### config.mk
export PLATFORM = sky130hd
export DESIGN_NAME = fifo_wr_arbiter
export DESIGN_NICKNAME = d
export VERILOG_FILES = /design/src/rtl/fifo_pkg.sv /design/src/rtl/fifo_wr_arbiter_rr_pick.sv /design/src/rtl/fifo_wr_arbiter.sv
export SDC_FILE = /design/constraint.sdc
export NUM_CORES = 1
export LEC_CHECK = 0
export ABC_AREA = 1
export ABC_CLOCK_PERIOD_IN_PS = 1300
export CORE_ASPECT_RATIO = 1.1
export CORE_MARGIN = 4
export CORE_UTILIZATION = 33
export CTS_CLUSTER_DIAMETER = 40
export CTS_CLUSTER_SIZE = 16
export DETAILED_ROUTE_END_ITERATION = 8
export PLACE_DENSITY = 0.76
export SYNTH_ARGS = -nofsm -noshare
export SYNTH_HDL_FRONTEND = slang
export SYNTH_SLANG_ARGS = --single-unit
### constraint.sdc
create_clock -name clk -period 1.3 [get_ports clk]
set_input_delay 0.195 -clock clk [delete_from_list [all_inputs] [get_ports clk]]
set_output_delay 0.195 -clock clk [all_outputs]
set_load 0.05 [all_outputs]
### src/rtl/fifo_pkg.sv
// Shared types and width helpers for the FIFO write-side arbiter and FIFO status logic.
// Latency: n/a (package only).
// Backpressure: n/a (package only).
package fifo_pkg;

    typedef enum logic [0:0] {
        IDLE  = 1'b0,
        GRANT = 1'b1
    } arb_state_e;

    // Defaults shared with the FIFO status logic so both sides agree on sizing.
    localparam int DEF_NUM_REQ   = 4;
    localparam int DEF_DATA_SIZE = 8;
    localparam int DEF_BURST_MAX = 4;

    // Width of a producer index.
    function automatic int id_w(input int num_req);
        return (num_req > 1) ? $clog2(num_req) : 1;
    endfunction

    // Width of a beat counter able to hold 0..burst_max.
    function automatic int cnt_w(input int burst_max);
        return $clog2(burst_max + 1);
    endfunction

endpackage

### src/rtl/fifo_wr_arbiter_rr_pick.sv
// Round-robin priority picker: first set request after last_owner, wrapping modulo N_REQ.
// Latency: purely combinational, zero cycles.
// Backpressure: none; caller decides when to register the winner.
//
// Ports:
//   req        N_REQ-bit request vector
//   last_owner index of the previous winner; search starts at last_owner+1
//   winner     index of the selected requester (0 when any==0)
//   any        at least one request bit is set
module rr_pick #(
    parameter int N_REQ = 4,
    parameter int ID_W  = 2
) (
    input  logic [N_REQ-1:0] req,
    input  logic [ID_W-1:0]  last_owner,
    output logic [ID_W-1:0]  winner,
    output logic             any
);

    logic [ID_W-1:0] idx;

    // Walk offsets from farthest to nearest so the nearest hit after
    // last_owner overwrites earlier ones and ends up as the winner.
    // The modulo keeps the wrap correct for non-power-of-two N_REQ.
    always_comb begin
        winner = '0;
        any    = 1'b0;
        idx    = '0;
        for (int off = N_REQ; off >= 1; off--) begin
            idx = ID_W'((int'(last_owner) + off) % N_REQ);
            if (req[idx]) begin
                winner = idx;
                any    = 1'b1;
            end
        end
    end

endmodule

### src/rtl/fifo_wr_arbiter.sv
// Round-robin arbiter sharing one FIFO write port among NUM_REQ producers, bursts up to BURST_MAX.
// Latency: grant one cycle after valid is seen in IDLE; data path to FIFO is combinational.
// Backpressure: fifo_full combinationally drops req_ready/fifo_wr_en; grant is held while stalled.
//
// Ports:
//   clk, reset_n              clock, async active-low reset
//   req_valid/req_data        per-producer beat valid and packed data (producer i at [i*DATA_SIZE +: DATA_SIZE])
//   req_ready                 per-producer accept, one-hot or zero
//   fifo_full                 FIFO cannot take a write this cycle
//   fifo_wr_en/fifo_wr_data   FIFO write port
//   grant_active/grant_id     a producer owns the port / current or last owner index
module fifo_wr_arbiter
    import fifo_pkg::*;
#(
    parameter  int NUM_REQ   = DEF_NUM_REQ,
    parameter  int DATA_SIZE = DEF_DATA_SIZE,
    parameter  int BURST_MAX = DEF_BURST_MAX,
    localparam int ID_W      = id_w(NUM_REQ),
    localparam int CNT_W     = cnt_w(BURST_MAX)
) (
    input  logic                           clk,
    input  logic                           reset_n,
    input  logic [NUM_REQ-1:0]             req_valid,
    input  logic [NUM_REQ*DATA_SIZE-1:0]   req_data,
    output logic [NUM_REQ-1:0]             req_ready,
    input  logic                           fifo_full,
    output logic                           fifo_wr_en,
    output logic [DATA_SIZE-1:0]           fifo_wr_data,
    output logic                           grant_active,
    output logic [ID_W-1:0]                grant_id
);

    localparam logic [ID_W-1:0]  LAST_ID_RST = ID_W'(NUM_REQ - 1);
    localparam logic [CNT_W-1:0] LAST_BEAT   = CNT_W'(BURST_MAX - 1);

    arb_state_e       state_q, state_d;
    logic [ID_W-1:0]  owner_q, owner_d;
    logic [ID_W-1:0]  last_owner_q, last_owner_d;
    logic [CNT_W-1:0] beat_cnt_q, beat_cnt_d;

    logic [ID_W-1:0]  pick_id;
    logic             pick_any;
    logic             owner_valid;
    logic             xfer;
    logic             burst_done;

    rr_pick #(
        .N_REQ (NUM_REQ),
        .ID_W  (ID_W)
    ) u_rr_pick (
        .req        (req_valid),
        .last_owner (last_owner_q),
        .winner     (pick_id),
        .any        (pick_any)
    );

    assign owner_valid = req_valid[owner_q];
    assign xfer        = (state_q == GRANT) & owner_valid & ~fifo_full;
    // A stalled final beat is not a transfer, so the burst only ends once it is accepted.
    assign burst_done  = xfer & (beat_cnt_q == LAST_BEAT);

    // State register
    always_ff @(posedge clk or negedge reset_n) begin
        if (!reset_n) begin
            state_q <= IDLE;
        end else begin
            state_q <= state_d;
        end
    end

    // Next-state logic
    always_comb begin
        state_d = state_q;
        unique case (state_q)
            IDLE:    if (pick_any) state_d = GRANT;
            GRANT:   if (!owner_valid || burst_done) state_d = IDLE;
            default: state_d = IDLE;
        endcase
    end

    // Output logic
    always_comb begin
        req_ready    = '0;
        grant_active = (state_q == GRANT);
        if (state_q == GRANT) begin
            req_ready[owner_q] = ~fifo_full;
        end
    end

    assign fifo_wr_en   = xfer;
    assign fifo_wr_data = req_data[owner_q*DATA_SIZE +: DATA_SIZE];
    assign grant_id     = owner_q;

    // Owner / beat counter registers
    always_ff @(posedge clk or negedge reset_n) begin
        if (!reset_n) begin
            owner_q      <= '0;
            last_owner_q <= LAST_ID_RST;
            beat_cnt_q   <= '0;
        end else begin
            owner_q      <= owner_d;
            last_owner_q <= last_owner_d;
            beat_cnt_q   <= beat_cnt_d;
        end
    end

    always_comb begin
        owner_d      = owner_q;
        last_owner_d = last_owner_q;
        beat_cnt_d   = beat_cnt_q;
        if (state_q == IDLE) begin
            if (pick_any) begin
                owner_d      = pick_id;
                last_owner_d = pick_id;
                beat_cnt_d   = '0;
            end
        end else if (xfer) begin
            // Wrap to zero on the last beat so the counter never exceeds BURST_MAX-1.
            beat_cnt_d = burst_done ? '0 : beat_cnt_q + 1'b1;
        end
    end

endmodule

Word level (Yosys, flattened, before mapping)
Index checks and enable logic that the tools add are counted.
- add/sub/neg operators: 5
- $mul: 0
- divide/modulo/power cells: 0
- $lt $le $gt $ge: 6
- eq/ne operators: 2
- shifts and indexed selects: 1
- muxes and demuxes: 28
- bitwise logic cells: 6
- reduce and logical (&&, ||, !) cells: 6
- operators by type and width (kind ; count):
    variable part select 32 x 6 -> 8 bit ; 1
    less-than comparator 2 x 3 -> 1 bit (second input constant) ; 5
    2-to-1 mux 1 bit ; 12
    2-to-1 mux 3 bit ; 4
    binary-select mux 1 bit (select 2 bit) ; 5
    2-to-1 mux 2 bit ; 4
    adder 2 x 1 -> 2 bit (second input constant) ; 2
    adder 2 bit (second input constant) ; 2
    AND 4 bit ; 1
    2-to-1 mux 4 bit ; 1
    AND reduction 2 bit ; 2
    adder 3 x 1 -> 3 bit (second input constant) ; 1
    AND 1 bit ; 3
    equality test 3 x 2 -> 1 bit (second input constant) ; 1
    demux 1 bit (select 2 bit) ; 1
    greater-or-equal comparator 2 x 1 -> 1 bit (second input constant) ; 1
    inequality test 2 x 1 -> 1 bit (second input constant) ; 1
    inverter 1 bit ; 2
    one-hot mux 1 bit (2 select lines) ; 1
    nonzero test 2 bit ; 1
    logical AND 1 bit ; 1
    logical NOT 1 bit ; 1
    logical OR 1 bit ; 1
- bits in registers: 8
- latch bits: 0
- RAM bits: 0
- ROM bits: 0
- output and inout bits: 16
- word-level logic and storage cells: 58
- memories kept: 0

Logic depth before layout (Yosys ltp)
Gate-level depths: netlist (run 1).
- depth after elaboration: 9
- mapped depth: 11
- mapped depth without buffers: 11

Cells and area by module
A second synthesis (run 1) with hierarchy kept.
- cells, all modules: 144
- area, all modules: 855.8 um2
- by module, submodules not included (module ; times used ; cells each ; area an instance (um2)):
    fifo_wr_arbiter ; 1 ; 95 ; 629.4
    rr_pick ; 1 ; 49 ; 226.5

Least setup slack after synthesis (run 1)
No wires, ideal clock.
- path type: flip-flop to output port
- start point: register state_q (netlist: grant_active)
- end point: output port req_ready[0]
- data arrival time: 2.156 ns
- setup slack: -1.051 ns
- stages on the path, launching flop included: 5
- path buffers: 0
- cells stage by stage: dfrtp_1 -> inv_1 -> nor2_1 -> inv_1 -> nor3_1
- word-level cells in the longest chain between the ends: 1
- ends and longest elaborated chain (element ; line ; source):
    from (decl) ; fifo_wr_arbiter.sv:36 ; arb_state_e state_q, state_d;
    from (signal assigned) ; fifo_wr_arbiter.sv:67 ; state_q <= state_d;
    2-to-1 mux 4 bit ; fifo_wr_arbiter.sv:85 ; if (state_q == GRANT) begin
    to (decl) ; fifo_wr_arbiter.sv:25 ; output logic [NUM_REQ-1:0] req_ready,
Every way passes these cells.

Final worst setup path (run 1)
- start point: register owner_q[0] (netlist: grant_id[0])
- end point: output port fifo_wr_data[4]
- word-level cells in the longest chain between the ends: 1
- ends and longest elaborated chain (element ; line ; source):
    from (decl) ; fifo_wr_arbiter.sv:37 ; logic [ID_W-1:0] owner_q, owner_d;
    from (signal assigned) ; fifo_wr_arbiter.sv:101 ; owner_q <= owner_d;
    variable part select 32 x 6 -> 8 bit ; fifo_wr_arbiter.sv:91 ; assign fifo_wr_data = req_data[owner_q*DATA_SIZE +: DATA_SIZE];
    to (decl) ; fifo_wr_arbiter.sv:28 ; output logic [DATA_SIZE-1:0] fifo_wr_data,
Every way passes these cells.

==> reports/qor.yml, run 1 <==
clock_network:
  cts_tree: "built"
  cts-htree-levels: 1
  cts_sinks: 8
  clk_path_buf_depth: 2
  cts-buffers-inserted: 3
  clk_latency_ns: 0.26
  cts-hold-fix-buffers: 0
  clk_pin_slew_ns: 0.06
  root_buffer: "clkbuf_4"
worst_setup_path:
  worstPathCellList: "or2_4, o211ai_1, clkbuf_16"
  required_ns: 1.11
  cp-end-kind: "output pin"
  worstPathMaxFanout: 7
  path_buf_inv: 1
  start_kind: "register"
  slowest_stage: "dfrtp_2"
  worst_ep_arrival_time_ns: 1.58
  crit_type: "register to output pin"
  slowest_delay_ns: 0.48
  path_delay_family: "flip-flops"
power_and_ir_drop:
  finalPower_mw: 6.63
  leakagePower_nw: 1.02
  powerDensity_mw_per_mm2: 2960
  vdd_drop_max_mv: 2.48
flow_run:
  maxCapViolations: 0
timing:
  period_share_pct: 137
  setup_viol: 22
  min_period_ns: 1.78
  maxSlewHeadroom_pct: 73.6
  setup_ws_ns: -0.479
  setup-tns-final_ns: -7.36
  max_slew.worst_pin.slew_ns: 0.395
  max_freq_ghz: 0.562
  fin_hold_ws_ns: 0.218
  rsz0062_at_grt: "true"
  fin_skew_ns: 0.00347
  hold_viol: 0
  drv_slew: 0
final_layout:
  num-nets-final: 268
  drive_gt1_share_pct: 55.1
  seqCellArea_sq_um: 206
  design_area_sq_mm: 0.00224
  n_antenna_cell: 0
  utilization_pct: 88.0
  fillers: 100
  area_growth_syn_to_layout_pct: 152
  finalNonFillerCells: 258
  multi_input_area_sq_um: 848
global_routing:
  grt_usage_pct: 25.2
  grt_start_max_net_pins: 12
  grt_pass1_wl_um: 7070
  overflow: 0
  grt_pass1_vias: 1412
  antenna_found_initial: 0
drt:
  drt_pass1_iterations: 5
  wl_per_cell_um: 21.7
  drtIter0Drc: 96
  wl_um: 5590
  ant_nets: 0
  via_per_inst: 5.83
  drcViolationCount: 0
  vias: 1503
yosys:
  synth_edf_count: 0
  synth.yosys.warnings: 0
  yosys.area.top_type: "nand2_1"
  synthTopCellsByArea: "nand2_1 17%, dfrtp_1 17%, nand3_1 10%"
  ys_top_cells_by_count: "41 x nand2_1, 24 x inv_1, 18 x nand3_1, 11 x nand2_2"
  synthArstFlopShare_pct: 100
  synthCells: 144
  synth.yosys.seq_area_share_pct: 22.8
  yosysTopAreaCellShare_pct: 17.3
  yosysMostFrequentCell: "nand2_1"
  postSynthAreaPerCell_sq_um: 6.16
  synth_ff_type: "dfrtp_1"
  ys_ff_latch: 8
  synth_nets: 184
  synth.distinct_cells: 23
  syn_area_sq_um: 887
placed_design:
  dp_hpwl_um: 2630
  post-place-ws_ns: -0.312
  placedCellCount: 240
  portBuffers: 54
  routabilityCongestion: 0.825
  place_area_sq_mm: 0.00177
floorplan:
  placementRows: 19
  die-area_sq_mm: 0.00358
  initial_core_util_pct: 34.9
  io_pins: 55
  die_y_um: 62.4
  core_area_sq_mm: 0.00254
  die_w_um: 57.4
worst_hold_path:
  hold_class: "input port to asynchronous set/reset pin"
status:
  status: "finished with violations"
  violations: "negative setup slack"
[cell usage in the layout (no fill, tap or decap), drive strengths merged]
| master | instances |
|---|---|
| clkinvlp | 1 |
| nand2 | 53 |
| or2 | 2 |
| clkbuf | 9 |
| clkdlybuf4s50 | 38 |
| nand4 | 1 |
| a21oi | 1 |
| dfstp | 2 |
| o21ai | 6 |
| nand3 | 18 |
| inv | 25 |
| o211ai | 8 |
| nor2 | 7 |
| buf | 40 |
| nor3 | 1 |
| ha | 1 |
| a22oi | 8 |
| dfrtp | 6 |
[area by class of cell]
type,count,area share [%]
clock buffer,4,1.17
inverter,26,5.20
multi-input combinational,106,37.9
sequential,8,9.22
tap,31,1.73
timing repair buffer,83,44.8
[where the power goes]
part	switching, mW	internal [mW]	total [mW]
clock network	0.0980	0.118	0.216
logic	3.20	2.62	5.82
registers	0.200	0.396	0.595
[what timing repair did]
item / 4_1_cts / 5_1_grt
buffers inserted: 8 / 7
cloned: 2 / 0
pin swaps: 22 / 17
endpoints found under the setup margin: 21 / 22
gates resized for setup: 45 / 45
[logic make-up after synthesis]
kind of cell	share of synthesized area, %
AO/OA/AOI/OAI	18.8
adder cells (fa/ha/maj)	1.41
buffers and inverters	15.2
flip-flops	22.8
AND/OR/NAND/NOR	41.8
[flip-flops by register name, summed over array words and instances (netlist names)]
name	count
grant_id	2
beat_cnt_q	3
grant_active	1
last_owner_q	2
[worst register-to-register path: cells and delay by family (launching register included)]
family | cells | cell delay, ns
DFF | 1 | 0.65
AOI/OAI and AO/OA | 1 | 0.05
and+or+nand+nor | 7 | 0.53
buffers and inverters | 3 | 0.33
[final timing paths]
kind / start / to / slack (ns) / cells after the start
min reg2reg: beat_cnt_q[1]$_DFFE_PN0P_ / beat_cnt_q[1]$_DFFE_PN0P_ / 0.54 / 2
max: grant_id[0]$_DFFE_PN0P_ / fifo_wr_data[4] / -0.48 / 3
max in group asynchronous: reset_n / last_owner_q[1]$_DFFE_PN1P_ / 0.76 / 1
min: reset_n / beat_cnt_q[2]$_DFFE_PN0P_ / 0.22 / 1
min in group clk: beat_cnt_q[1]$_DFFE_PN0P_ / beat_cnt_q[1]$_DFFE_PN0P_ / 0.54 / 2
max reg2reg: last_owner_q[0]$_DFFE_PN1P_ / beat_cnt_q[0]$_DFFE_PN0P_ / -0.33 / 11
[metal layers]
layer	GRT usage [%]	vias up	wire [um]	part of all wire [%]
met5	0	-	0	0
met4	12.8	0	357	6.4
met3	5.79	41	492	8.8
met2	44.9	119	2800	50
met1	27.0	708	1940	35
li1	-	635	-	-
Power figures use the tool's default switching activity.
==> inputs of run 2 (changes only) <==
ABC_AREA = not set   (was 1)
CORE_UTILIZATION = 30   (was 33)
TNS_END_PERCENT = 1   (was not set)
==> run 2 against run 1 <==
The run still ends with negative setup slack left. Non-clock buffer count decreased by 9. Cell area down 27%. Worst hold slack lost 0.0067 ns. Largest power group unchanged.
==> reports/qor.yml, run 2 <==
status:
  status: "finished with violations"
  violations: "negative setup slack"
timing:
  maxSlewHeadroom_pct: 74.8
  setup_viol: 20
  max_freq_ghz: 0.587
  max_slew.worst_pin.slew_ns: 0.377
  period_share_pct: 131
  setup_ws_ns: -0.403
  hold_viol: 0
  min_period_ns: 1.70
  drv_slew: 0
  rsz0062_at_grt: "true"
  fin_skew_ns: 0.00484
power_and_ir_drop:
  p_int_mw: 1.98
  swShare_pct: 47.1
  leakagePower_nw: 0.690
  p_seq_share_pct: 13.0
  finalPower_mw: 3.75
  pwr-share-clk_pct: 5.9
  vdd_drop_max_mv: 1.42
  power.net_switching_mw: 1.77
  powerDensity_mw_per_mm2: 2290
  power_frac_comb_pct: 81.1
drt:
  wl_um: 2750
  via_per_inst: 5.20
  ant_nets: 0
  drtIter0Drc: 7
  drcViolationCount: 0
  drt_pass1_iterations: 4
  vias: 879
  wl_per_cell_um: 16.3
placed_design:
  portBuffers: 54
  post-place-ws_ns: -0.438
  dp_hpwl_um: 2180
  routabilityCongestion: 0.843
floorplan:
  die_w_um: 54.7
  io_pins: 55
  core_area_sq_mm: 0.00227
  die-area_sq_mm: 0.00324
  die_y_um: 59.3
  initial_core_util_pct: 31.6
  placementRows: 18
yosys:
  synthTopCellsByArea: "mux4_2 28%, dfrtp_1 21%, dfstp_2 7.3%"
  synth.distinct_cells: 34
  ys_top_cells_by_count: "9 x mux4_2, 8 x nand2_1, 6 x dfrtp_1"
  postSynthAreaPerCell_sq_um: 11.0
  synth_ff_type: "dfrtp_1"
  syn_area_sq_um: 718
  yosys.area.top_type: "mux4_2"
  synth_nets: 105
  yosysMostFrequentCell: "mux4_2"
  ys_ff_latch: 8
  synthArstFlopShare_pct: 100
  yosysTopAreaCellShare_pct: 28.2
  synth.yosys.warnings: 0
  synth.yosys.seq_area_share_pct: 28.2
  synthCells: 65
  synth_edf_count: 0
global_routing:
  grt_pass1_wl_um: 3880
  grt_usage_pct: 16.2
  antenna_found_initial: 0
  overflow: 0
  grt_pass1_vias: 863
  grt_start_max_net_pins: 11
final_layout:
  area_growth_syn_to_layout_pct: 128
  mostFrequentLayoutCells: "37 x clkdlybuf4s50_1, 14 x buf_4, 13 x buf_6"
  final_common_cell: "clkdlybuf4s50_1"
  top_register: "beat_cnt_q"
  utilization_pct: 71.9
  drive_gt1_share_pct: 52.5
  largest_reg_flops: 3
  num-nets-final: 180
  n_antenna_cell: 0
worst_setup_path:
  required_ns: 1.11
  crit_type: "register to output pin"
  start_kind: "register"
  cp-end-kind: "output pin"
  worst_ep_arrival_time_ns: 1.51
  worstPathMaxFanout: 2
clock_network:
  cts_sinks: 8
  clk_pin_slew_ns: 0.06
  cts-buffers-inserted: 3
  cts-htree-levels: 1
  cts_tree: "built"
  root_buffer: "clkbuf_4"
  clk_latency_ns: 0.26
  clk_path_buf_depth: 2
worst_hold_path:
  hold_class: "input port to asynchronous set/reset pin"
flow_run:
  maxCapViolations: 0
[run 2: cell types whose count changed in the layout (fill, tap and decap cells not counted), sizes merged, moves of 3 or more]
cell / delta
nand3: -15
clkbuf: -5
o21ai: -4
nor2: -6
o211ai: -6
nand2b: +3
a22oi: -8
inv: -22
nand2: -44
buf: -4
mux4: +9
[run 2: repair_timing]
item	CTS	global route
setup buffers	4	0
gates cloned	0	0
resized for setup	20	7
endpoints found under the setup margin	19	21
pin swaps	3	2
hold buffers	0	0
[run 2: kinds of logic (layout without fill, tap and decap cells)]
group           count (synthesis)  after routing  share of synthesized area, %
compound gates                 14             14                          15.7
mux                             9              9                          28.2
buf+inv                         7             81                          5.05
simple gates                   26             26                          21.1
fa+ha+maj                       1              1                          1.74
flops                           8              8                          28.2
[run 2: area by class of cell]
type / instances / area, sq um
fill: 171 / 638
inverter: 3 / 13.8
tap: 30 / 37.5
timing repair buffer: 74 / 806
multi-input combinational: 50 / 547
clock buffer: 4 / 26.3
sequential: 8 / 206
[run 2: power by group through the flow]
stage | Sequential, mW | Clock [mW] | Combinational, mW
floorplan | 0.628 | 0 | 1.54
global placement | 0.484 | 0 | 2.66
detailed placement | 0.489 | 0 | 2.71
CTS | 0.486 | 0.223 | 2.99
global route | 0.507 | 0.239 | 3.20
finish | 0.488 | 0.221 | 3.04
[run 2: path summary, 6_finish.rpt]
check                                     startpoint                     endpoint  slack, ns  cells after the start
max in group asynchronous                    reset_n  last_owner_q[0]$_DFFE_PN1P_       0.77                      1
min in group clk           beat_cnt_q[2]$_DFFE_PN0P_    beat_cnt_q[2]$_DFFE_PN0P_       0.53                      2
min reg2reg                beat_cnt_q[2]$_DFFE_PN0P_    beat_cnt_q[2]$_DFFE_PN0P_       0.53                      2
max                          grant_id[0]$_DFFE_PN0P_                   fifo_wr_en      -0.40                      4
max reg2reg                  grant_id[0]$_DFFE_PN0P_    beat_cnt_q[1]$_DFFE_PN0P_      -0.15                      6
min                                          reset_n    beat_cnt_q[2]$_DFFE_PN0P_       0.21                      1
[run 2: worst max-delay path, cell delays in order, from the launching register on]
cell     delay [ns]
dfrtp_2        0.40
mux4_2         0.56
nand2_4        0.10
inv_4          0.04
buf_8          0.14
[run 2: through the flow]
step | hold slack, ns | std cells | cell area [sq um] | setup TNS [ns]
after floorplan | -0.101 | 65 | 757 | -5.40
after global placement | 0.479 | 161 | 1480 | -4.07
after detailed placement | 0.491 | 161 | 1480 | -4.65
after CTS | 0.217 | 169 | 1600 | -5.22
after global routing | 0.223 | 169 | 1640 | -6.01
final | 0.211 | 169 | 1640 | -4.92
[run 2: metal layers]
metal	global-route usage (%)	wire length (um)	up-vias
li1	-	-	407
met1	16.5	964	411
met2	30.4	1340	57
met3	6.05	422	4
met4	3.20	25	0
met5	0	0	-
==> inputs of run 3 (changes only) <==
CAP_MARGIN = 20   (was not set)
==> results of run 3 <==
Final layout, timing and power as in run 2 (identical DEF).
